## src/rtl/bcd_timekeeper_if.sv

```systemverilog
// Bundle of the timekeeper's tick/key inputs and BCD display outputs.
//   tick        : one-cycle pulse per second from the upstream mod-k counter
//   key_mode_n  : raw active-low mode push-button (asynchronous to clk)
//   key_inc_n   : raw active-low increment push-button (asynchronous to clk)
//   hour_bcd    : two BCD digits of hours
//   min_bcd     : two BCD digits of minutes
//   sec_bcd     : two BCD digits of seconds
//   pm          : PM flag (only meaningful in 12-hour builds)
//   blink_hour  : blank request for the hour field while it is being set
//   blink_min   : blank request for the minute field while it is being set
//   day_tick    : one-cycle pulse on each day rollover
// The master modport is the stimulus/producer side, the slave modport is the timekeeper.
interface bcd_timekeeper_if;
    logic       tick;
    logic       key_mode_n;
    logic       key_inc_n;
    logic [7:0] hour_bcd;
    logic [7:0] min_bcd;
    logic [7:0] sec_bcd;
    logic       pm;
    logic       blink_hour;
    logic       blink_min;
    logic       day_tick;

    modport master (
        output tick, key_mode_n, key_inc_n,
        input  hour_bcd, min_bcd, sec_bcd, pm, blink_hour, blink_min, day_tick
    );

    modport slave (
        input  tick, key_mode_n, key_inc_n,
        output hour_bcd, min_bcd, sec_bcd, pm, blink_hour, blink_min, day_tick
    );
endinterface

```

## src/rtl/bcd_timekeeper.sv

```systemverilog
// Packed-BCD time-of-day counter with a push-button set mode.
// Ports:
//   clk      : system clock
//   reset_n  : asynchronous active-low reset
//   bus      : bcd_timekeeper_if.slave (tick and key inputs, BCD/blink/day outputs)
// Configuration macro: TIMEKEEPER_12H_EN selects 12-hour operation with a live pm
// flag (hours 12,01..11); when undefined the block counts 00..23 and pm stays 0.
// Modes: RUN counts seconds on tick; SET_HOUR / SET_MIN let the inc key step the
// selected field without carry while tick only toggles the blink phase.
module bcd_timekeeper (
    input  logic            clk,
    input  logic            reset_n,
    bcd_timekeeper_if.slave bus
);

    typedef enum logic [1:0] {
        ST_RUN      = 2'd0,
        ST_SET_HOUR = 2'd1,
        ST_SET_MIN  = 2'd2
    } state_t;

`ifdef TIMEKEEPER_12H_EN
    localparam logic [7:0] HOUR_RESET = 8'h12;
    localparam logic [7:0] HOUR_LAST  = 8'h12;   // 12 -> 01
    localparam logic [7:0] HOUR_FIRST = 8'h01;
`else
    localparam logic [7:0] HOUR_RESET = 8'h00;
    localparam logic [7:0] HOUR_LAST  = 8'h23;   // 23 -> 00
    localparam logic [7:0] HOUR_FIRST = 8'h00;
`endif

    // Digit-wise BCD increment: returns {wrapped, next}. Reaching max_v wraps to
    // wrap_v; otherwise ones 9 -> 0 bumps the tens digit.
    function automatic logic [8:0] bcd_inc_wrap(input logic [7:0] v,
                                                input logic [7:0] max_v,
                                                input logic [7:0] wrap_v);
        logic [8:0] r;
        if (v == max_v) begin
            r = {1'b1, wrap_v};
        end else if (v[3:0] == 4'd9) begin
            r = {1'b0, v[7:4] + 4'd1, 4'd0};
        end else begin
            r = {1'b0, v[7:4], v[3:0] + 4'd1};
        end
        return r;
    endfunction

    // Key path: [0],[1] synchronizer, [2] previous-sample register.
    logic [2:0] mode_sync_r;
    logic [2:0] inc_sync_r;
    logic       mode_act_r;
    logic       inc_act_r;

    state_t     state_r, state_nxt;
    logic [7:0] hour_r, hour_nxt;
    logic [7:0] min_r, min_nxt;
    logic [7:0] sec_r, sec_nxt;
    logic       pm_r, pm_nxt;
    logic       phase_r, phase_nxt;
    logic       day_nxt;
    logic       day_tick_r;
    logic       blink_hour_r;
    logic       blink_min_r;

    logic [8:0] sec_inc_s;
    logic [8:0] min_inc_s;
    logic [8:0] hour_inc_s;

    assign sec_inc_s  = bcd_inc_wrap(sec_r, 8'h59, 8'h00);
    assign min_inc_s  = bcd_inc_wrap(min_r, 8'h59, 8'h00);
    assign hour_inc_s = bcd_inc_wrap(hour_r, HOUR_LAST, HOUR_FIRST);

    // Synchronize both keys and register a one-cycle pulse per falling edge.
    always_ff @(posedge clk or negedge reset_n) begin
        if (!reset_n) begin
            mode_sync_r <= 3'b111;
            inc_sync_r  <= 3'b111;
            mode_act_r  <= 1'b0;
            inc_act_r   <= 1'b0;
        end else begin
            mode_sync_r <= {mode_sync_r[1:0], bus.key_mode_n};
            inc_sync_r  <= {inc_sync_r[1:0], bus.key_inc_n};
            mode_act_r  <= mode_sync_r[2] & ~mode_sync_r[1];
            inc_act_r   <= inc_sync_r[2] & ~inc_sync_r[1];
        end
    end

    // Next-state logic for mode, time fields, pm, blink phase and day pulse.
    always_comb begin
        state_nxt = state_r;
        hour_nxt  = hour_r;
        min_nxt   = min_r;
        sec_nxt   = sec_r;
        pm_nxt    = pm_r;
        phase_nxt = phase_r;
        day_nxt   = 1'b0;
        case (state_r)
            ST_RUN: begin
                if (bus.tick) begin
                    sec_nxt = sec_inc_s[7:0];
                    if (sec_inc_s[8]) begin
                        min_nxt = min_inc_s[7:0];
                        if (min_inc_s[8]) begin
                            hour_nxt = hour_inc_s[7:0];
`ifdef TIMEKEEPER_12H_EN
                            // 11:59:59 -> 12:00:00 flips pm; leaving pm ends the day.
                            if (hour_r == 8'h11) begin
                                pm_nxt  = ~pm_r;
                                day_nxt = pm_r;
                            end else begin
                                pm_nxt  = pm_r;
                            end
`else
                            day_nxt = hour_inc_s[8];
`endif
                        end else begin
                            hour_nxt = hour_r;
                        end
                    end else begin
                        min_nxt = min_r;
                    end
                end else begin
                    sec_nxt = sec_r;
                end
                // Mode entry overrides the tick's seconds update.
                if (mode_act_r) begin
                    state_nxt = ST_SET_HOUR;
                    sec_nxt   = 8'h00;
                    phase_nxt = 1'b0;
                end else begin
                    state_nxt = ST_RUN;
                end
            end
            ST_SET_HOUR: begin
                sec_nxt = 8'h00;
                if (mode_act_r) begin
                    state_nxt = ST_SET_MIN;
                    phase_nxt = 1'b0;
                end else begin
                    phase_nxt = bus.tick ? ~phase_r : phase_r;
                    if (inc_act_r) begin
                        hour_nxt = hour_inc_s[7:0];
`ifdef TIMEKEEPER_12H_EN
                        if (hour_r == 8'h11) begin
                            pm_nxt = ~pm_r;
                        end else begin
                            pm_nxt = pm_r;
                        end
`endif
                    end else begin
                        hour_nxt = hour_r;
                    end
                end
            end
            ST_SET_MIN: begin
                sec_nxt = 8'h00;
                if (mode_act_r) begin
                    state_nxt = ST_RUN;
                    phase_nxt = 1'b0;
                end else begin
                    phase_nxt = bus.tick ? ~phase_r : phase_r;
                    if (inc_act_r) begin
                        min_nxt = min_inc_s[7:0];
                    end else begin
                        min_nxt = min_r;
                    end
                end
            end
            default: begin
                state_nxt = ST_RUN;
                phase_nxt = 1'b0;
            end
        endcase
    end

    // Time state and registered outputs.
    always_ff @(posedge clk or negedge reset_n) begin
        if (!reset_n) begin
            state_r      <= ST_RUN;
            hour_r       <= HOUR_RESET;
            min_r        <= 8'h00;
            sec_r        <= 8'h00;
            pm_r         <= 1'b0;
            phase_r      <= 1'b0;
            day_tick_r   <= 1'b0;
            blink_hour_r <= 1'b0;
            blink_min_r  <= 1'b0;
        end else begin
            state_r      <= state_nxt;
            hour_r       <= hour_nxt;
            min_r        <= min_nxt;
            sec_r        <= sec_nxt;
            pm_r         <= pm_nxt;
            phase_r      <= phase_nxt;
            day_tick_r   <= day_nxt;
            blink_hour_r <= phase_nxt & (state_nxt == ST_SET_HOUR);
            blink_min_r  <= phase_nxt & (state_nxt == ST_SET_MIN);
        end
    end

    assign bus.hour_bcd   = hour_r;
    assign bus.min_bcd    = min_r;
    assign bus.sec_bcd    = sec_r;
    assign bus.pm         = pm_r;
    assign bus.blink_hour = blink_hour_r;
    assign bus.blink_min  = blink_min_r;
    assign bus.day_tick   = day_tick_r;

endmodule
```

## src/flat_wrapper.sv

```systemverilog
// flat-port wrapper written by rule: the top's interface ports become plain ports
module bcd_timekeeper_flat 
  (clk, reset_n, bus_tick, bus_key_mode_n, bus_key_inc_n, bus_hour_bcd, bus_min_bcd, bus_sec_bcd, bus_pm, bus_blink_hour, bus_blink_min, bus_day_tick);
  bcd_timekeeper_if bus_i ();
  input  logic clk;
  input  logic reset_n;
  input wire logic [$bits(bus_i.tick)-1:0] bus_tick;
  input wire logic [$bits(bus_i.key_mode_n)-1:0] bus_key_mode_n;
  input wire logic [$bits(bus_i.key_inc_n)-1:0] bus_key_inc_n;
  output wire logic [$bits(bus_i.hour_bcd)-1:0] bus_hour_bcd;
  output wire logic [$bits(bus_i.min_bcd)-1:0] bus_min_bcd;
  output wire logic [$bits(bus_i.sec_bcd)-1:0] bus_sec_bcd;
  output wire logic [$bits(bus_i.pm)-1:0] bus_pm;
  output wire logic [$bits(bus_i.blink_hour)-1:0] bus_blink_hour;
  output wire logic [$bits(bus_i.blink_min)-1:0] bus_blink_min;
  output wire logic [$bits(bus_i.day_tick)-1:0] bus_day_tick;
  assign bus_i.tick = bus_tick;
  assign bus_i.key_mode_n = bus_key_mode_n;
  assign bus_i.key_inc_n = bus_key_inc_n;
  assign bus_hour_bcd = bus_i.hour_bcd;
  assign bus_min_bcd = bus_i.min_bcd;
  assign bus_sec_bcd = bus_i.sec_bcd;
  assign bus_pm = bus_i.pm;
  assign bus_blink_hour = bus_i.blink_hour;
  assign bus_blink_min = bus_i.blink_min;
  assign bus_day_tick = bus_i.day_tick;
  bcd_timekeeper u_core (.clk(clk), .reset_n(reset_n), .bus(bus_i));
endmodule
```

## config.mk

```make
export PLATFORM = sky130hd
export DESIGN_NAME = bcd_timekeeper_flat
export DESIGN_NICKNAME = d
export VERILOG_FILES = /design/src/rtl/bcd_timekeeper_if.sv /design/src/rtl/bcd_timekeeper.sv /design/src/flat_wrapper.sv
export SDC_FILE = /design/constraint.sdc
export NUM_CORES = 1
export LEC_CHECK = 0
export CAP_MARGIN = 15
export CORE_ASPECT_RATIO = 1.25
export CORE_UTILIZATION = 53
export DETAILED_ROUTE_END_ITERATION = 12
export GPL_TIMING_DRIVEN = 1
export MAX_ROUTING_LAYER = met4
export PLACE_DENSITY = 0.87
export SLEW_MARGIN = 5
export SYNTH_ARGS = -nofsm -noshare
export SYNTH_HDL_FRONTEND = slang
export SYNTH_SLANG_ARGS = --single-unit
```

## constraint.sdc

```tcl
create_clock -name clk -period 2.2 [get_ports clk]
set_input_delay 0.44 -clock clk [delete_from_list [all_inputs] [get_ports clk]]
set_output_delay 0.44 -clock clk [all_outputs]
set_load 0.02 [all_outputs]
```

; ---- Yosys cells after proc, flatten, opt, wreduce, memory -nomap -nowiden
; Cells that the tools add are included.
[word_totals]
regBits = 38
in_bits = 5
out_inout_bits = 28
elab_cells = 86
[op_classes]
add_sub_neg = 6
n_eq_ne = 19
muxes = 32
n_bitwise = 7
n_reduce_logical = 9
[op_table]
columns = cell, count
row1 = $mux 8, 14
row2 = $pmux 8 s2, 3
row3 = $mux 9, 3
row4 = $add 4x1->4 const B, 6
row5 = $eq 8x7->1 const B, 2
row6 = $eq 4x4->1 const B, 3
row7 = $eq 8x6->1 const B, 1
row8 = $mux 1, 8
row9 = $ne 2x1->1 const B, 4
row10 = $ne 2x2->1 const B, 3
row11 = $pmux 2 s3, 1
row12 = $reduce_and 6->1, 1
row13 = $reduce_bool 2->1, 3
row14 = $reduce_and 5->1, 1
row15 = $and 1x1->1, 4
row16 = $eq 2x1->1 const B, 2
row17 = $eq 2x2->1 const B, 2
row18 = $mux 2, 2
row19 = $ne 4x1->1 const B, 1
row20 = $ne 3x2->1 const B, 1
row21 = $not 1->1, 3
row22 = $reduce_and 3->1, 1
row23 = $logic_not 2->1, 1
row24 = $pmux 1 s2, 1
row25 = other kinds (2), 2

; ---- Depth between registers and ports, before layout
[logic_depth]
ltp_word = 7
ltp_mapped = 7
depth_no_buf = 6

; ---- Worst setup path before layout
; Ideal clock, no wire load.
[synth_timing]
path_type = register -> register
startpoint = reg u_core.sec_r[1] (netlist: u_core.bus.sec_bcd[1])
endpoint = reg u_core.hour_r[0] (netlist: u_core.bus.hour_bcd[0])
setup_time_ns = 0.125
arrival_ns = 1.870
t_required_ns = 2.075
path_slack_ns = 0.205
path_stages_with_launch = 7
path_buffers = 0
synth_period_minus_slack_ns = 1.995
cell_sequence = dfrtp_1 > inv_1 > ha_1 > nand3b_4 > o41a_1 > nor2_1 > mux2_2
[synth_via]
elab_chain_cells = 4
[synth_lines]
columns = item, line_no
row1 = start: declaration, bcd_timekeeper.sv:57  ; logic [7:0] sec_r, sec_nxt;
row2 = start signal: assignment, bcd_timekeeper.sv:192  ; sec_r <= sec_nxt;
row3 = $eq 8x7->1, bcd_timekeeper.sv:38  ; if (v == max_v) begin
row4 = $mux 9, bcd_timekeeper.sv:38
row5 = $ne 2x1->1 (no source line), --
row6 = $reduce_and 6->1 (no source line), --
row7 = end signal: assignment, bcd_timekeeper.sv:190  ; hour_r <= hour_nxt;
row8 = end: declaration, bcd_timekeeper.sv:55  ; logic [7:0] hour_r, hour_nxt;
; Every way passes these cells.
; A chain may end at the register's enable or synchronous reset.

; ---- Worst setup path in the final report
[layout_timing]
startpoint = reg u_core.sec_r[1] (netlist: u_core.bus.sec_bcd[1])
endpoint = reg u_core.min_r[7] (netlist: u_core.bus.min_bcd[7])
[layout_via]
elab_chain_cells = 4
[layout_lines]
columns = item, line_no
row1 = $eq 8x7->1, bcd_timekeeper.sv:38
row2 = $mux 9, bcd_timekeeper.sv:38
row3 = $ne 2x1->1 (no source line), --
row4 = $reduce_and 5->1 (no source line), --
row5 = end signal: assignment, bcd_timekeeper.sv:191  ; min_r <= min_nxt;
row6 = end: declaration, bcd_timekeeper.sv:56  ; logic [7:0] min_r, min_nxt;
; Every way passes these cells.

==> reports/summary.txt <==
Status: finished clean
Most used DFF post-synth: dfrtp_1
Post-Synthesis Cells: 193
Final hold vios: 0
Leakage power: 0.00119 µW
Grt total ovfl: 0
CP arrival: 2220 ps
Detailed placer's ending HPWL: 2850 µm
Filler cells: 281
Clock Tree Root: clkbuf_8
Initial Util: 55.0%
Pre-antenna DRT Iters: 4
Top post-synthesis cells by area: dfrtp_1, ha_1, dfstp_2, mux2_2, o21ai_0
Seq cells post-synth: 38
Die width: 58.1 µm
Layout Skew: 3.62 ps
CTS tree: done
Max_cap viols: 0
Final setup fails: 0
Longest Clk Path Bufs: 2
# IOs: 33
WS Path Type: register to register
Slowest stage delay, CP: 410 ps
Cell variety after synth: 47
Wire length of the first global-routing pass: 6660 µm
Core area: 0.00378 mm²
Pwr/cell area: 948 mW/mm²
Most common cell after layout, fill and taps aside: dfrtp_1
Worst r2r src: u_core.bus.sec_bcd[1]
Synth Warn #: 0
Synth top area share: 38.4%
Worst skew pair latency: 290 ps
Reg clk slew, reported paths: 80 ps
Initial antenna violation count: 0
FF-to-FF setup slack: 160 ps
Post-CTS Setup Repair Bufs: 0
Cell at the slowest stage of the critical path: dfrtp_1
Final Max Tran Viols: 0
Buffers on Ports: 31
Worst R2R End: u_core.bus.min_bcd[7]
Area of the multi-input gates: 0.00107 mm²
Min cycle time layout: 2040 ps
Ys async rst share: 100%
Gate power share: 36.1%
Die height: 72.1 µm
Final period util: 92.8%
Largest net degree at the start of global routing: 18
Starting DRT DRC Count: 115
Final Wtd Congestion: 0.849
Net Sw Power: 885 µW
Mapped Area: 0.00208 mm²
Post-Syn Nets: 215
Critical path fanouts, max: 8
WHS Path Cells: 0
Area growth from synthesis to layout: 24.8%
Number of DRC violations after detailed routing: 0
Sequential area share after synthesis: 46.0%
HP Start: u_core.inc_sync_r[0]
FF+latch area: 958 µm²
Critical Path RT: 2370 ps
Final nets: 254
Commonest cells after routing, fill and taps aside: dfrtp_1, clkdlybuf4s50_1, ha_1
Post-synth EDFFs: 0
Total track usage: 21.1%
Worst r2r path cells: 6
Via Count: 1618
Rel. slew slack: 65.0%
Part of the power in registers: 39.9%
Clk sinks: 38
Syn Area/Cell: 10.8 µm²
WL final: 3920 µm
Worst-path cell chain: inv_1, ha_1, and3b_1, a41oi_4, nor4_1, mux2_2
Clock power frac: 24.0%
Vias per cell: 5.64
CP delay by family, top: simple AND/OR/NAND/NOR gates
Post-route setup TNS: 0 ps
Worst hold path class: register to register
Num CTS Buffers: 5
Area leader, netlist: dfrtp_1
Setup WS pre-CTS: 66.6 ps
Die footprint: 0.00419 mm²
Row cnt: 25
CP bufs+invs: 1
Internal: 1580 µW
CP Capture Type: register
H-tree depth: 2
Startpoint Class: register
Worst vdd ir: 0.546 mV
Final Util: 68.7%
Switching Share: 35.9%
Antenna diodes: 0
Fmax: 490 MHz
Least-Margin Pin Slew: 519 ps
Share of cells above drive strength 1: 13.7%
Final ANT Viol Nets: 0
Vias in the first global route: 1520
Wire per inst: 13.7 µm
Hold-critical path endpoint: u_core.inc_sync_r[1]
RSZ-0062 raised after global routing: no
Fin worst setup slack: 158 ps
## cells by family (layout without fill, tap and decap cells)
kind of cell	Yosys count	count (layout)	synth area share, %
other cells	1	1	0.180
buf+inv	16	56	3.12
xor+xnor	1	1	0.420
flops	38	38	46.0
fa+ha+maj	17	17	10.2
simple gates	72	72	21.2
mux	7	7	3.72
compound gates	41	41	15.1
## per-stage QoR
stage                     power (µW)  hold slack (ps)  cell area, µm²  instances
after floorplan                 1520              144            2080        193
after global placement          1840              292            2460        278
after detailed placement        1870              290            2460        278
after CTS                       2470              362            2590        287
after global routing            2620              365            2600        287
final                           2470              360            2600        287
## layer usage
layer | part of all wire [%] | GRT usage (%) | vias up
met4 | 0.64 | 8.99 | 0
met1 | 44 | 24.3 | 803
met2 | 52 | 35.2 | 35
met3 | 3.5 | 4.81 | 2
li1 | - | - | 778
met5 | 0 | - | -
## power by group through the flow
stage / registers, µW / logic (µW) / clock network [µW]
floorplan: 1090 / 436 / 0
global placement: 994 / 851 / 0
detailed placement: 997 / 871 / 0
CTS: 985 / 885 / 603
global route: 1010 / 977 / 637
finish: 984 / 889 / 592
## layout make-up
cell class	count	area share (%)
clock buffers	5	2.65
clock inverters	3	1.73
inverters	13	1.88
multi-input cells	139	41.3
flip-flops and latches	38	36.9
well taps	54	2.60
repair buffers	35	13.0
## flip-flops by register name, indices dropped and copies added, names as in the netlist
signal                 flops
u_core.bus.hour_bcd        8
u_core.bus.min_bcd         8
u_core.bus.sec_bcd         8
u_core.inc_sync_r          3
u_core.mode_sync_r         3
u_core.state_r             2
u_core.bus.blink_hour      1
u_core.bus.blink_min       1
u_core.bus.day_tick        1
u_core.inc_act_r           1
u_core.mode_act_r          1
u_core.phase_r             1
## what timing repair did
| item | 4_1_cts | 5_1_grt |
|---|---|---|
| endpoints found under the setup margin | 0 | 1 |
| hold endpoints to repair | 6 | 0 |
| gates resized for setup | 0 | 2 |
| hold buffers | 1 | 0 |
## worst max path at each step
stage | slack [ps] | startpoint | endpoint | cells past startpoint
final | 160 | u_core.bus.sec_bcd[1] | u_core.bus.min_bcd[7] | 6
after floorplan | 210 | u_core.bus.sec_bcd[1] | u_core.bus.hour_bcd[0] | 6
after global placement | 90 | bus_tick | u_core.bus.sec_bcd[3] | 5
after CTS | 140 | u_core.bus.hour_bcd[4] | u_core.bus.hour_bcd[7] | 6
after global routing | 10 | u_core.bus.sec_bcd[5] | u_core.bus.hour_bcd[7] | 6
after detailed placement | 70 | bus_tick | u_core.bus.sec_bcd[2] | 5
## cell usage after synthesis, drive strengths merged, types with 2 or more instances
| cell type | n |
|---|---|
| a21o | 4 |
| a21oi | 5 |
| a22o | 2 |
| and3 | 5 |
| and3b | 3 |
| buf | 2 |
| dfrtp | 32 |
| dfstp | 6 |
| ha | 17 |
| inv | 13 |
| mux2 | 6 |
| nand2 | 7 |
| nand2b | 5 |
| nand3 | 8 |
| nand3b | 5 |
| nor2 | 13 |
| nor2b | 6 |
| nor3 | 3 |
| nor3b | 4 |
| nor4 | 4 |
| o21ai | 13 |
| o31ai | 3 |
| o41ai | 4 |
| or2 | 2 |
| or4 | 2 |
Power figures use the tool's default switching activity.
